`src/rtl/omega_egress_buffer_pkg.sv`:
```
// Shared constants and helpers for the omega egress buffer slice.
// Derived sizes are computed from the instance parameters through these functions.
package omega_egress_buffer_pkg;

  // Number of bits needed to represent value; log2(PORTS-1) gives the switch stage count.
  function automatic int log2(input int value);
    int bits;
    int v;
    bits = 0;
    v = value;
    while (v > 0) begin
      bits++;
      v = v >> 1;
    end
    return bits;
  endfunction

  // Occupancy at which stall must rise so in-flight beats still fit.
  function automatic int stall_thresh(input int depth, input int latency);
    return depth - latency - 1;
  endfunction

  localparam int DEFAULT_WIDTH = 8;
  localparam int DEFAULT_PORTS = 8;
  localparam int DEFAULT_DEPTH = 16;

endpackage

```
`src/rtl/egress_port_fifo.sv`:
```
// Single-port show-ahead FIFO with registered pointers/count and a sticky overflow flag.
// Head data reads as zero while empty so stale memory is never exposed.
module egress_port_fifo #(
  parameter int WIDTH      = 8,
  parameter int DEPTH      = 16,
  parameter int ADDR_WIDTH = 4
) (
  input  logic                  clk,
  input  logic                  rst,
  input  logic                  push,
  input  logic [WIDTH-1:0]      din,
  input  logic                  pop,
  output logic [WIDTH-1:0]      dout,
  output logic                  nonempty,
  output logic [ADDR_WIDTH:0]   count,
  output logic                  overflow
);

  localparam logic [ADDR_WIDTH:0] FULL_COUNT = (ADDR_WIDTH + 1)'(DEPTH);

  logic [WIDTH-1:0]      mem [DEPTH];
  logic [ADDR_WIDTH-1:0] wr_ptr;
  logic [ADDR_WIDTH-1:0] rd_ptr;
  logic                  empty;
  logic                  full;
  logic                  do_pop;
  logic                  do_push;

  // A full FIFO still accepts a push when a pop frees a slot in the same cycle.
  assign empty   = (count == '0);
  assign full    = (count == FULL_COUNT);
  assign do_pop  = pop && !empty;
  assign do_push = push && (!full || do_pop);

  always_ff @(posedge clk) begin
    if (do_push)
      mem[wr_ptr] <= din;
  end

  always_ff @(posedge clk or posedge rst) begin
    if (rst) begin
      wr_ptr   <= '0;
      rd_ptr   <= '0;
      count    <= '0;
      overflow <= 1'b0;
    end else begin
      if (do_push)
        wr_ptr <= wr_ptr + 1'b1;
      if (do_pop)
        rd_ptr <= rd_ptr + 1'b1;
      case ({do_push, do_pop})
        2'b10:   count <= count + 1'b1;
        2'b01:   count <= count - 1'b1;
        default: count <= count;
      endcase
      if (push && full && !do_pop)
        overflow <= 1'b1;
    end
  end

  assign nonempty = !empty;
  assign dout     = empty ? '0 : mem[rd_ptr];

endmodule

```
`src/rtl/omega_egress_buffer.sv`:
```
// Per-output-port egress buffering behind the registered omega network.
// Stall is decoded only from registered counts, so it has no path from this cycle's inputs.
module omega_egress_buffer
  import omega_egress_buffer_pkg::*;
#(
  parameter int WIDTH            = DEFAULT_WIDTH,
  parameter int PORTS            = DEFAULT_PORTS,
  parameter int DEPTH            = DEFAULT_DEPTH,
  parameter int LATENCY          = log2(PORTS - 1),
  parameter int ADDR_WIDTH_DEPTH = log2(DEPTH - 1)
) (
  input  logic                   clk,
  input  logic                   rst,
  input  logic [0:PORTS-1]       valid_in,
  input  logic [PORTS*WIDTH-1:0] d_in,
  output logic                   stall,
  input  logic [0:PORTS-1]       pop,
  output logic [0:PORTS-1]       q_valid,
  output logic [PORTS*WIDTH-1:0] q,
  output logic [0:PORTS-1]       overflow
);

  localparam int COUNT_WIDTH  = ADDR_WIDTH_DEPTH + 1;
  localparam int STALL_THRESH = stall_thresh(DEPTH, LATENCY);
  localparam logic [COUNT_WIDTH-1:0] THRESH_COUNT = COUNT_WIDTH'(STALL_THRESH);

  logic [COUNT_WIDTH-1:0] counts [PORTS];
  logic [PORTS-1:0]       near_full;

  for (genvar p = 0; p < PORTS; p++) begin : g_port
    egress_port_fifo #(
      .WIDTH      (WIDTH),
      .DEPTH      (DEPTH),
      .ADDR_WIDTH (ADDR_WIDTH_DEPTH)
    ) u_fifo (
      .clk      (clk),
      .rst      (rst),
      .push     (valid_in[p]),
      .din      (d_in[(p+1)*WIDTH-1 -: WIDTH]),
      .pop      (pop[p]),
      .dout     (q[(p+1)*WIDTH-1 -: WIDTH]),
      .nonempty (q_valid[p]),
      .count    (counts[p]),
      .overflow (overflow[p])
    );

    assign near_full[p] = (counts[p] >= THRESH_COUNT);
  end

  assign stall = |near_full;

endmodule
```
`config.mk`:
```
export PLATFORM = sky130hd
export DESIGN_NAME = omega_egress_buffer
export DESIGN_NICKNAME = d
export VERILOG_FILES = /design/src/rtl/omega_egress_buffer_pkg.sv /design/src/rtl/egress_port_fifo.sv /design/src/rtl/omega_egress_buffer.sv
export SDC_FILE = /design/constraint.sdc
export NUM_CORES = 1
export LEC_CHECK = 0
export CAP_MARGIN = 20
export CORE_ASPECT_RATIO = 0.9
export CORE_MARGIN = 1
export CORE_UTILIZATION = 50
export DETAILED_ROUTE_END_ITERATION = 12
export PLACE_DENSITY = 0.7
export SLEW_MARGIN = 5
export SYNTH_ARGS = -nofsm -noshare
export SYNTH_HDL_FRONTEND = slang
export SYNTH_SLANG_ARGS = --single-unit
export TNS_END_PERCENT = 30
```
`constraint.sdc`:
```
create_clock -name clk -period 4.1 [get_ports clk]
set_clock_uncertainty 0.2 [all_clocks]
set_input_delay 0.82 -clock clk [delete_from_list [all_inputs] [get_ports clk]]
set_output_delay 0.82 -clock clk [all_outputs]
set_load 0.05 [all_outputs]
```
==> run summary, run 1 <==
Root buffer cell = clkbuf_16
Starting Density = 0.505
Area delta synth->final = 15.9%
CORE AREA = 91200 sq um
GR Util met3 = 0.0297
TritonCTS clock tree = done
Critical Path Sink Type = primary output
Min Clock Period, post-route = 3.96 ns
CP max FO = 19
Period utilization = 0.965
Crit Path Category = reg -> out
Mapped Area = 46000 sq um
GRT busiest layer = met2
GR Util met1 = 0.271
Pwr/cell area = 741 nW/um^2
First-pass GRT wire length = 138000 microns
IO Pins = 163
Die Wd = 322 microns
Grt total ovfl = 0
Fin util = 0.585
Detailed placement HPWL = 57600 microns
Clk buf depth = 3
GRT met2 Usage = 0.314
Die ar. = 93300 sq um
ANT nets after route = 0
RSZ-0062 raised after global routing = no
Synth top area cells = edfxtp_1 67%, mux4_2 13%, dfrtp_1 6.1%
MaxCap Viol Count = 0
Sinks on Clock Net = 1136
Rows = 105
Sequential share of the synthesized area = 0.729
Die height = 290 microns
Largest net degree at the start of global routing = 59
Setup_tns = 0 ns
Slowest stage cell, crit path = clkdlybuf4s50_1
CTS Buf Count = 112
Leak = 0.0184 uW
GR Util All Layers = 0.193
Clk pin slew, worst setup/hold paths = 0.06 ns
Distinct cell type count after synthesis = 51
Crit-path cells = buf_4 -> mux4_2 -> mux2i_1 -> o22ai_1 -> clkdlybuf4s50_1
Routed via count = 22300
Initial antenna violation count = 1
Htree depth = 3
Area leader, netlist = edfxtp_1
Share of cells above drive strength 1 = 0.220
Hold WC Path Type = reg -> reg
Post-synthesis average cell area = 19.4 sq um
Placer congestion estimate = 0.806
Via-to-Cell Ratio = 5.63
Hold-fix buffers at CTS = 0
Vias in the first global route = 23500
CP Launch Type = register
Worst-Margin Slew = 0.939 ns
Fmax = 0.253 GHz
Syn_nets = 2528
Post-DR wirelength/cell = 22.3 microns
Iter 0 DRT Violations = 1689
# nets final = 2791
IO Port Bufs = 162
WHS = 0.276 ns
Synth Register Bits = 1136
Post-synth top flop = edfxtp_1
Outcome = complete, no violations
Critical Path RT = 3.08 ns
EDFF count, synth = 1024
Wirelength, routed = 88300 microns
Ant. Diodes = 0
Setup violators final = 0
Synth Warn # = 0
Slew Viols, Final = 0
Top-area cell type share of the netlist area = 0.668
Worst stage delay on the critical path = 0.73 ns
Crit path DAT = 2.94 ns
Commonest non-fill, non-tap cell in the layout = edfxtp_1
DRT Pass-1 Iters = 5
FFs w/ async S/R, synth = 0.0986
Slew headroom = 0.371
Final Hold Violating Endpoints = 0
Most frequent cells in the layout = 1024 x edfxtp_1, 256 x mux4_2, 130 x mux2i_1
Mapped Cells = 2374
# DRC = 0
Max IR drop VDD = 0.00116 V
Worst-Skew Late Latency = 0.66 ns
repair_timing:
item,4_1_cts,5_1_grt
setup endpoints to repair,49,13
setup buffers,0,0
resized for setup,50,15
cloned,0,0
critical path, delay by kind of cell, from the launching register on:
kind	cells	cell delay [ns]
AOI/OAI and AO/OA	1	0.11
buffers and inverters	2	1.08
DFF	1	0.36
muxes	2	0.72
registers in the layout (all words and copies together), names as in the netlist:
name and count:
g_port.u_fifo.count 40, g_port.u_fifo.mem 1024, g_port.u_fifo.overflow 8, g_port.u_fifo.rd_ptr 32
g_port.u_fifo.wr_ptr 32
kinds of logic after synthesis:
logic type | after synthesis | synth area share
buf+inv | 204 | 0.0204
fa+ha+maj | 72 | 0.0199
simple gates | 298 | 0.0321
compound gates | 173 | 0.0247
flops | 1136 | 0.729
xor+xnor | 89 | 0.0169
mux | 402 | 0.157
final timing paths:
path	depth (start not counted)	from	to	slack, ns
setup / recovery	5	g_port[0].u_fifo.rd_ptr[0]	q[0]	0.14
hold / removal	1	g_port[0].u_fifo.overflow	g_port[0].u_fifo.overflow	0.28
setup reg to reg	10	g_port[7].u_fifo.count[1]	g_port[7].u_fifo.count[4]	0.87
hold reg to reg	1	g_port[0].u_fifo.overflow	g_port[0].u_fifo.overflow	0.28
max in group asynchronous	3	rst	g_port[7].u_fifo.rd_ptr[0]	2.56
min in group asynchronous	2	rst	g_port[7].u_fifo.rd_ptr[3]	0.40
final cells by class:
| cell class | instances | area (sq um) |
|---|---|---|
| clock buffers | 143 | 2990 |
| clock inverters | 68 | 762 |
| fillers | 6611 | 37800 |
| inverters | 60 | 240 |
| multi-input cells | 1034 | 11600 |
| flip-flops and latches | 1136 | 33600 |
| well taps | 1230 | 1540 |
| repair buffers | 293 | 2680 |
per-stage QoR:
| step | power [uW] | cell area (sq um) | std cells | setup slack, ns |
|---|---|---|---|---|
| after global placement | 29500 | 49600 | 3753 | 0.471 |
| final | 39600 | 53400 | 3964 | 0.142 |
| after detailed placement | 29900 | 49600 | 3753 | 0.422 |
| after CTS | 40000 | 53300 | 3964 | 0.00273 |
| after floorplan | 25600 | 46000 | 2374 | 0.121 |
| after global routing | 41300 | 53400 | 3964 | 0.00751 |
cell usage after synthesis (5+ instances only):
cell type / number
xor2_1: 31
mux2_2: 16
and3b_1: 7
o31ai_1: 6
buf_6: 5
mux2i_1: 130
nor2b_1: 9
nand2b_1: 26
nor3_1: 29
a31oi_2: 6
a22oi_1: 6
nand2_1: 72
a21o_1: 8
a41o_1: 8
nor2_1: 97
buf_2: 47
nand4_1: 16
xnor2_1: 58
buf_4: 18
buf_1: 26
inv_1: 58
nor4_2: 6
nor4_1: 12
o22ai_1: 65
clkbuf_1: 47
edfxtp_1: 1024
mux4_2: 256
dfrtp_1: 112
o21ai_0: 28
ha_1: 70
a31oi_1: 5
and2_1: 5
a21oi_1: 29
report_power, final:
part,total (uW),switching (uW),internal (uW)
logic,13800,8110,5660
clock network,10300,4270,6060
registers,15500,1210,14300
total,39600,13600,26000
per-layer routing:
metal  vias to the layer above  wire length (microns)
met5                         -                     11
met4                         2                   2140
met3                       137                   4170
met2                       524                  43900
met1                     11600                  38100
li1                      10000                      -
(Power assumes the default switching activity.)
==> run 2, diff against run 1 <==
--- a/config.mk
+++ b/config.mk
@@ -8,9 +8,9 @@
 export CAP_MARGIN = 20
 export CORE_ASPECT_RATIO = 0.9
 export CORE_MARGIN = 1
-export CORE_UTILIZATION = 50
+export CORE_UTILIZATION = 55
 export DETAILED_ROUTE_END_ITERATION = 12
-export PLACE_DENSITY = 0.7
+export PLACE_DENSITY = 0.76
 export SLEW_MARGIN = 5
 export SYNTH_ARGS = -nofsm -noshare
 export SYNTH_HDL_FRONTEND = slang
==> run summary, run 2 (synthesized netlist as in run 1, its figures left out) <==
Outcome = complete, no violations
Slew Viols, Final = 0 (unchanged)
Top Family by Delay on Critical Path = buffers and inverters
Pwr/cell area = 744 nW/um^2 (+0.39%)
Ant. Diodes = 0 (unchanged)
Worst Setup SP = g_port[7].u_fifo.rd_ptr[0]
Max reg flops = 1024 (unchanged)
IO Port Bufs = 162 (unchanged)
Worst-Skew Late Latency = 0.68 ns (+0.02 ns)
Critical Path RT = 3.08 ns (about the same)
Pre-CTS setup slack = 0.392 ns (-0.0291 ns)
Die ar. = 84900 sq um (-9.0%)
Worst path bufs/invs = 2 (unchanged)
Wirelength, routed = 87900 microns (-0.49%)
MaxCap Viol Count = 0 (unchanged)
Min Clock Period, post-route = 3.97 ns (+0.00723 ns)
RR Endpoint = g_port[7].u_fifo.count[4]
TritonCTS clock tree = done
Period utilization = 0.967 (+0.00176)
Largest net degree at the start of global routing = 86 (+46%)
Setup violators final = 0 (unchanged)
# nets final = 2771 (-0.72%)
Hold path cells = 1 (unchanged)
Htree depth = 3 (unchanged)
Area delta synth->final = 15.3%
# DRC = 0 (unchanged)
Root buffer cell = clkbuf_16
Slowest stage cell, crit path = clkdlybuf4s50_1
Rows = 100 (-4.8%)
Worst-Margin Slew = 0.946 ns (+0.00633 ns)
IO Pins = 163 (unchanged)
Share of cells above drive strength 1 = 0.216 (-0.00404)
Fmax = 0.252 GHz (-0.18%)
Clk pin slew, worst setup/hold paths = 0.06 ns (about the same)
Slew headroom = 0.370 (-0.00191)
Initial antenna violation count = 0 (-1)
Hold WC Path Type = reg -> reg
Setup ws final = 0.135 ns (-0.00723 ns)
Crit path DAT = 2.95 ns (about the same)
Reg2reg path depth = 10 (unchanged)
Reg-to-reg critical path startpoint = g_port[7].u_fifo.count[1]
Most frequent cells in the layout = 1024 x edfxtp_1, 256 x mux4_2, 130 x mux2i_1
Via-to-Cell Ratio = 5.84 (+3.6%)
Placed inst area = 49300 sq um (-0.52%)
Iter 0 DRT Violations = 1690 (+0.059%)
Clk buf depth = 3 (unchanged)
Worst Setup EP = q[60]
First-pass GRT wire length = 137000 microns (-0.23%)
Fin area = 53100 sq um (-0.50%)
Max IR drop VDD = 0.000951 V (-18%)
Hold-fix buffers at CTS = 0 (unchanged)
Starting Density = 0.556 (+0.0509)
Die height = 277 microns (-4.6%)
Total stage count of the critical path = 5 (unchanged)
Largest registers = g_port.u_fifo.mem (1024), g_port.u_fifo.count (40)
Grt total ovfl = 0 (unchanged)
Final Hold Violating Endpoints = 0 (unchanged)
Fin util = 0.641 (+0.0558)
Critical Path Sink Type = primary output
Vias in the first global route = 23900 (+1.7%)
Crit Path Category = reg -> out
Post-DR wirelength/cell = 22.9 microns (+2.9%)
GR Util All Layers = 0.211 (+0.0180)
Reg-to-reg setup timing slack = 0.86 ns (about the same)
Detailed placement HPWL = 56600 microns (-1.7%)
Placer congestion estimate = 0.805 (-0.21%)
Die Wd = 307 microns (-4.6%)
CORE AREA = 82800 sq um (-9.2%)
Crit-path cells = buf_4 -> mux4_2 -> mux2i_1 -> o22ai_1 -> clkdlybuf4s50_1
CTS Buf Count = 110 (-1.8%)
Total power = 39500 uW (-0.11%)
Placed insts = 3627 (-3.4%)
RSZ-0062 raised after global routing = no
CP max FO = 11 (-8)
Most flops, register = g_port.u_fifo.mem
Commonest non-fill, non-tap cell in the layout = edfxtp_1
ANT nets after route = 0 (unchanged)
Sinks on Clock Net = 1136 (unchanged)
CP Launch Type = register
Post-Layout Cell Count = 3833 (-3.3%)
Filler cells = 5486 (-17%)
Routed via count = 22400 (+0.20%)
Worst stage delay on the critical path = 0.71 ns (-0.02 ns)
Leak = 0.0183 uW (-0.62%)
DRT Pass-1 Iters = 5 (unchanged)
run 2: repair_timing:
item,CTS,global route
gates cloned,0,0
resized for setup,51,13
buffers inserted,0,0
endpoints found under the hold margin,0,0
pin swaps,0,0
endpoints found under the setup margin,54,13
run 2: per-layer routing:
layer,global-route usage,share of wire
met5,0,0
met4,0.0587,0.021
met3,0.0338,0.055
met2,0.348,0.50
met1,0.294,0.42
run 2: worst min-delay path by stage:
stage | end | startpoint | slack, ns
3_3_place_gp | g_port[0].u_fifo.overflow | g_port[0].u_fifo.overflow | 0.25
4_1_cts | g_port[0].u_fifo.overflow | g_port[0].u_fifo.overflow | 0.29
2_1_floorplan | g_port[0].u_fifo.overflow | g_port[0].u_fifo.overflow | 0.24
6_report | g_port[0].u_fifo.overflow | g_port[0].u_fifo.overflow | 0.28
3_5_place_dp | g_port[0].u_fifo.overflow | g_port[0].u_fifo.overflow | 0.27
5_1_grt | g_port[0].u_fifo.overflow | g_port[0].u_fifo.overflow | 0.30
run 2: area by class of cell:
cell class                 instances  area, sq um  share of cell area
sequential                      1136        33600               0.632
multi-input combinational       1034        11600               0.218
clock buffer                     130         2900              0.0546
timing repair buffer             275         2550              0.0481
tap                             1122         1400              0.0264
clock inverter                    76          860              0.0162
inverter                          60          240             0.00452
run 2: where the power goes:
group          switching [uW]  internal, uW  leakage [uW]
Combinational            7900          5640       0.00589
Clock                    4290          6090       0.00182
Sequential               1340         14300        0.0106
run 2: through the flow:
stage / TNS, ns / hold slack, ns
4_1_cts: -0.0285 / 0.287
2_1_floorplan: 0 / 0.238
5_1_grt: 0 / 0.303
3_3_place_gp: 0 / 0.254
3_5_place_dp: 0 / 0.267
6_report: 0 / 0.282
==> run 3, diff against run 2 <==
--- a/config.mk
+++ b/config.mk
@@ -5,12 +5,14 @@
 export SDC_FILE = /design/constraint.sdc
 export NUM_CORES = 1
 export LEC_CHECK = 0
-export CAP_MARGIN = 20
+export CAP_MARGIN = 30
+export CELL_PAD_IN_SITES_DETAIL_PLACEMENT = 0
+export CELL_PAD_IN_SITES_GLOBAL_PLACEMENT = 2
 export CORE_ASPECT_RATIO = 0.9
 export CORE_MARGIN = 1
-export CORE_UTILIZATION = 55
+export CORE_UTILIZATION = 43
 export DETAILED_ROUTE_END_ITERATION = 12
-export PLACE_DENSITY = 0.76
+export PLACE_DENSITY_LB_ADDON = 0.3
 export SLEW_MARGIN = 5
 export SYNTH_ARGS = -nofsm -noshare
 export SYNTH_HDL_FRONTEND = slang
==> run summary, run 3 (synthesized netlist as in run 1, its figures left out) <==
Max IR drop VDD = 0.000612 V (-36%)
Most frequent cells in the layout = 1024 x edfxtp_1, 256 x mux4_2, 157 x buf_4
IO Port Bufs = 162 (unchanged)
Setup_tns = 0 ns (unchanged)
Hold-fix buffers at CTS = 0 (unchanged)
Rows = 113 (+13%)
Final Hold Violating Endpoints = 0 (unchanged)
Initial antenna violation count = 2 (+2)
Critical Path Sink Type = primary output
Clk buf depth = 3 (unchanged)
Detailed placement HPWL = 60800 microns (+7.4%)
Iter 0 DRT Violations = 1699 (+0.53%)
CTS Buf Count = 114 (+3.6%)
ANT nets after route = 0 (unchanged)
Leak = 0.0187 uW (+2.1%)
Pwr/cell area = 748 nW/um^2 (+0.53%)
Worst-Skew Late Latency = 0.68 ns (about the same)
Die height = 312 microns (+13%)
Worst stage delay on the critical path = 0.61 ns (-0.10 ns)
Outcome = complete, no violations
Resized cells post-CTS = 63 (+24%)
CP max FO = 15 (+4)
Sinks on Clock Net = 1136 (unchanged)
# nets final = 2829 (+2.1%)
Share of cells above drive strength 1 = 0.233 (+0.0173)
Min Clock Period, post-route = 3.91 ns (-0.0548 ns)
Post-DR wirelength/cell = 22.7 microns (-1.0%)
Die ar. = 108000 sq um (+28%)
TritonCTS clock tree = done
Ant. Diodes = 0 (unchanged)
Placer congestion estimate = 0.766 (-4.8%)
Max reg flops = 1024 (unchanged)
MaxCap Viol Count = 0 (unchanged)
Post-CTS setup buffers = 0 (unchanged)
GR Util All Layers = 0.175 (-0.0357)
Slew Viols, Final = 0 (unchanged)
Htree depth = 3 (unchanged)
Top Family by Delay on Critical Path = multiplexers
Critical Path RT = 3.08 ns (about the same)
Crit path DAT = 2.89 ns (-0.06 ns)
Crit Path Category = reg -> out
Worst path bufs/invs = 2 (unchanged)
CP Launch Type = register
Slowest stage cell, crit path = dfrtp_2
Most flops, register = g_port.u_fifo.mem
WHS = 0.276 ns (-0.00632 ns)
Routed via count = 22400 (+0.25%)
Hold WC Path Type = reg -> reg
Root buffer cell = clkbuf_16
RSZ-0062 raised after global routing = no
Worst-Margin Slew = 0.959 ns (+0.0130 ns)
Die Wd = 347 microns (+13%)
Starting Density = 0.435 (-0.121)
Commonest non-fill, non-tap cell in the layout = edfxtp_1
Crit-path cells = buf_12 -> mux4_2 -> mux2i_1 -> o22ai_1 -> dlygate4sd2_1
Slew headroom = 0.358 (-0.0110)
Largest net degree at the start of global routing = 71 (-17%)
CORE AREA = 106000 sq um (+28%)
Filler cells = 8367 (+53%)
Vias in the first global route = 23300 (-2.5%)
Via-to-Cell Ratio = 5.40 (-7.5%)
Period utilization = 0.954 (-0.0134)
Setup violators final = 0 (unchanged)
First-pass GRT wire length = 144000 microns (+4.6%)
Area delta synth->final = 17.5%
Largest registers = g_port.u_fifo.mem (1024), g_port.u_fifo.count (40)
DRT Pass-1 Iters = 8 (+3)
Grt total ovfl = 0 (unchanged)
Clk pin slew, worst setup/hold paths = 0.06 ns (about the same)
# DRC = 0 (unchanged)
Fmax = 0.256 GHz (+1.4%)
IO Pins = 163 (unchanged)
Wirelength, routed = 94200 microns (+7.2%)
## run 3: cell count changes in the layout (fill, tap and decap cells not counted), moves of 3 or more
cell             change
clkinvlp_4           -7
clkbuf_8             +8
buf_12               +4
dlymetal6s2s_1      -11
clkinv_1            -12
clkbuf_1            +11
buf_4               +52
dlygate4sd2_1       +17
bufinv_16            +7
clkdlybuf4s50_1      -7
clkbuf_16            +3
## run 3: where the power goes
part | internal, uW | switching, uW
clock | 6810 | 4340
sequential | 14300 | 1210
combinational | 5680 | 8180
total | 26800 | 13700
## run 3: final cells by class
class                   instances  area (sq um)  share of cell area
clock inverters                61           937              0.0173
clock buffers                 152          3130              0.0578
repair buffers                329          2950              0.0546
inverters                      60           240             0.00444
flip-flops and latches       1136         33600               0.620
multi-input cells            1034         11600               0.214
well taps                    1380          1730              0.0319
## run 3: worst register-to-register path, delay by kind of cell (launching register included)
kind / cells / cell delay [ns]
xor gates and xnor gates: 2 / 0.27
adders and majority gates: 2 / 0.59
AOI/OAI and AO/OA: 4 / 0.86
DFF: 1 / 0.49
buffers and inverters: 1 / 0.13
and+or+nand+nor: 1 / 0.57
## run 3: metal layers
metal	vias to the layer above	routed length (microns)	global-route usage
met5	-	27	0
met1	11700	43300	0.251
met4	4	1820	0.0436
met2	444	45300	0.282
li1	10100	-	-
met3	128	3790	0.0276
## run 3: final timing paths
path                                             from                          to  slack [ns]  cells past startpoint
min in group asynchronous                         rst  g_port[2].u_fifo.wr_ptr[2]        0.47                      2
setup / recovery           g_port[7].u_fifo.rd_ptr[0]                       q[63]        0.19                      5
max in group asynchronous                         rst  g_port[4].u_fifo.rd_ptr[0]        2.43                      3
setup reg to reg            g_port[7].u_fifo.count[2]   g_port[7].u_fifo.count[4]        0.86                     10
hold / removal              g_port[3].u_fifo.overflow   g_port[3].u_fifo.overflow        0.28                      1
hold reg to reg             g_port[3].u_fifo.overflow   g_port[3].u_fifo.overflow        0.28                      1
## run 3: stage by stage
step	std cells	total power, uW	utilization	cell area [sq um]	setup WS [ns]
detailed placement	3939	30300	0.473	50100	0.425
finish	4152	40500	0.511	54100	0.190
global placement	3939	30000	0.473	50100	0.493
CTS	4152	41100	0.511	54100	0.0687
floorplan	2374	25600	-	46000	0.121
global route	4152	42400	0.511	54100	0.00157
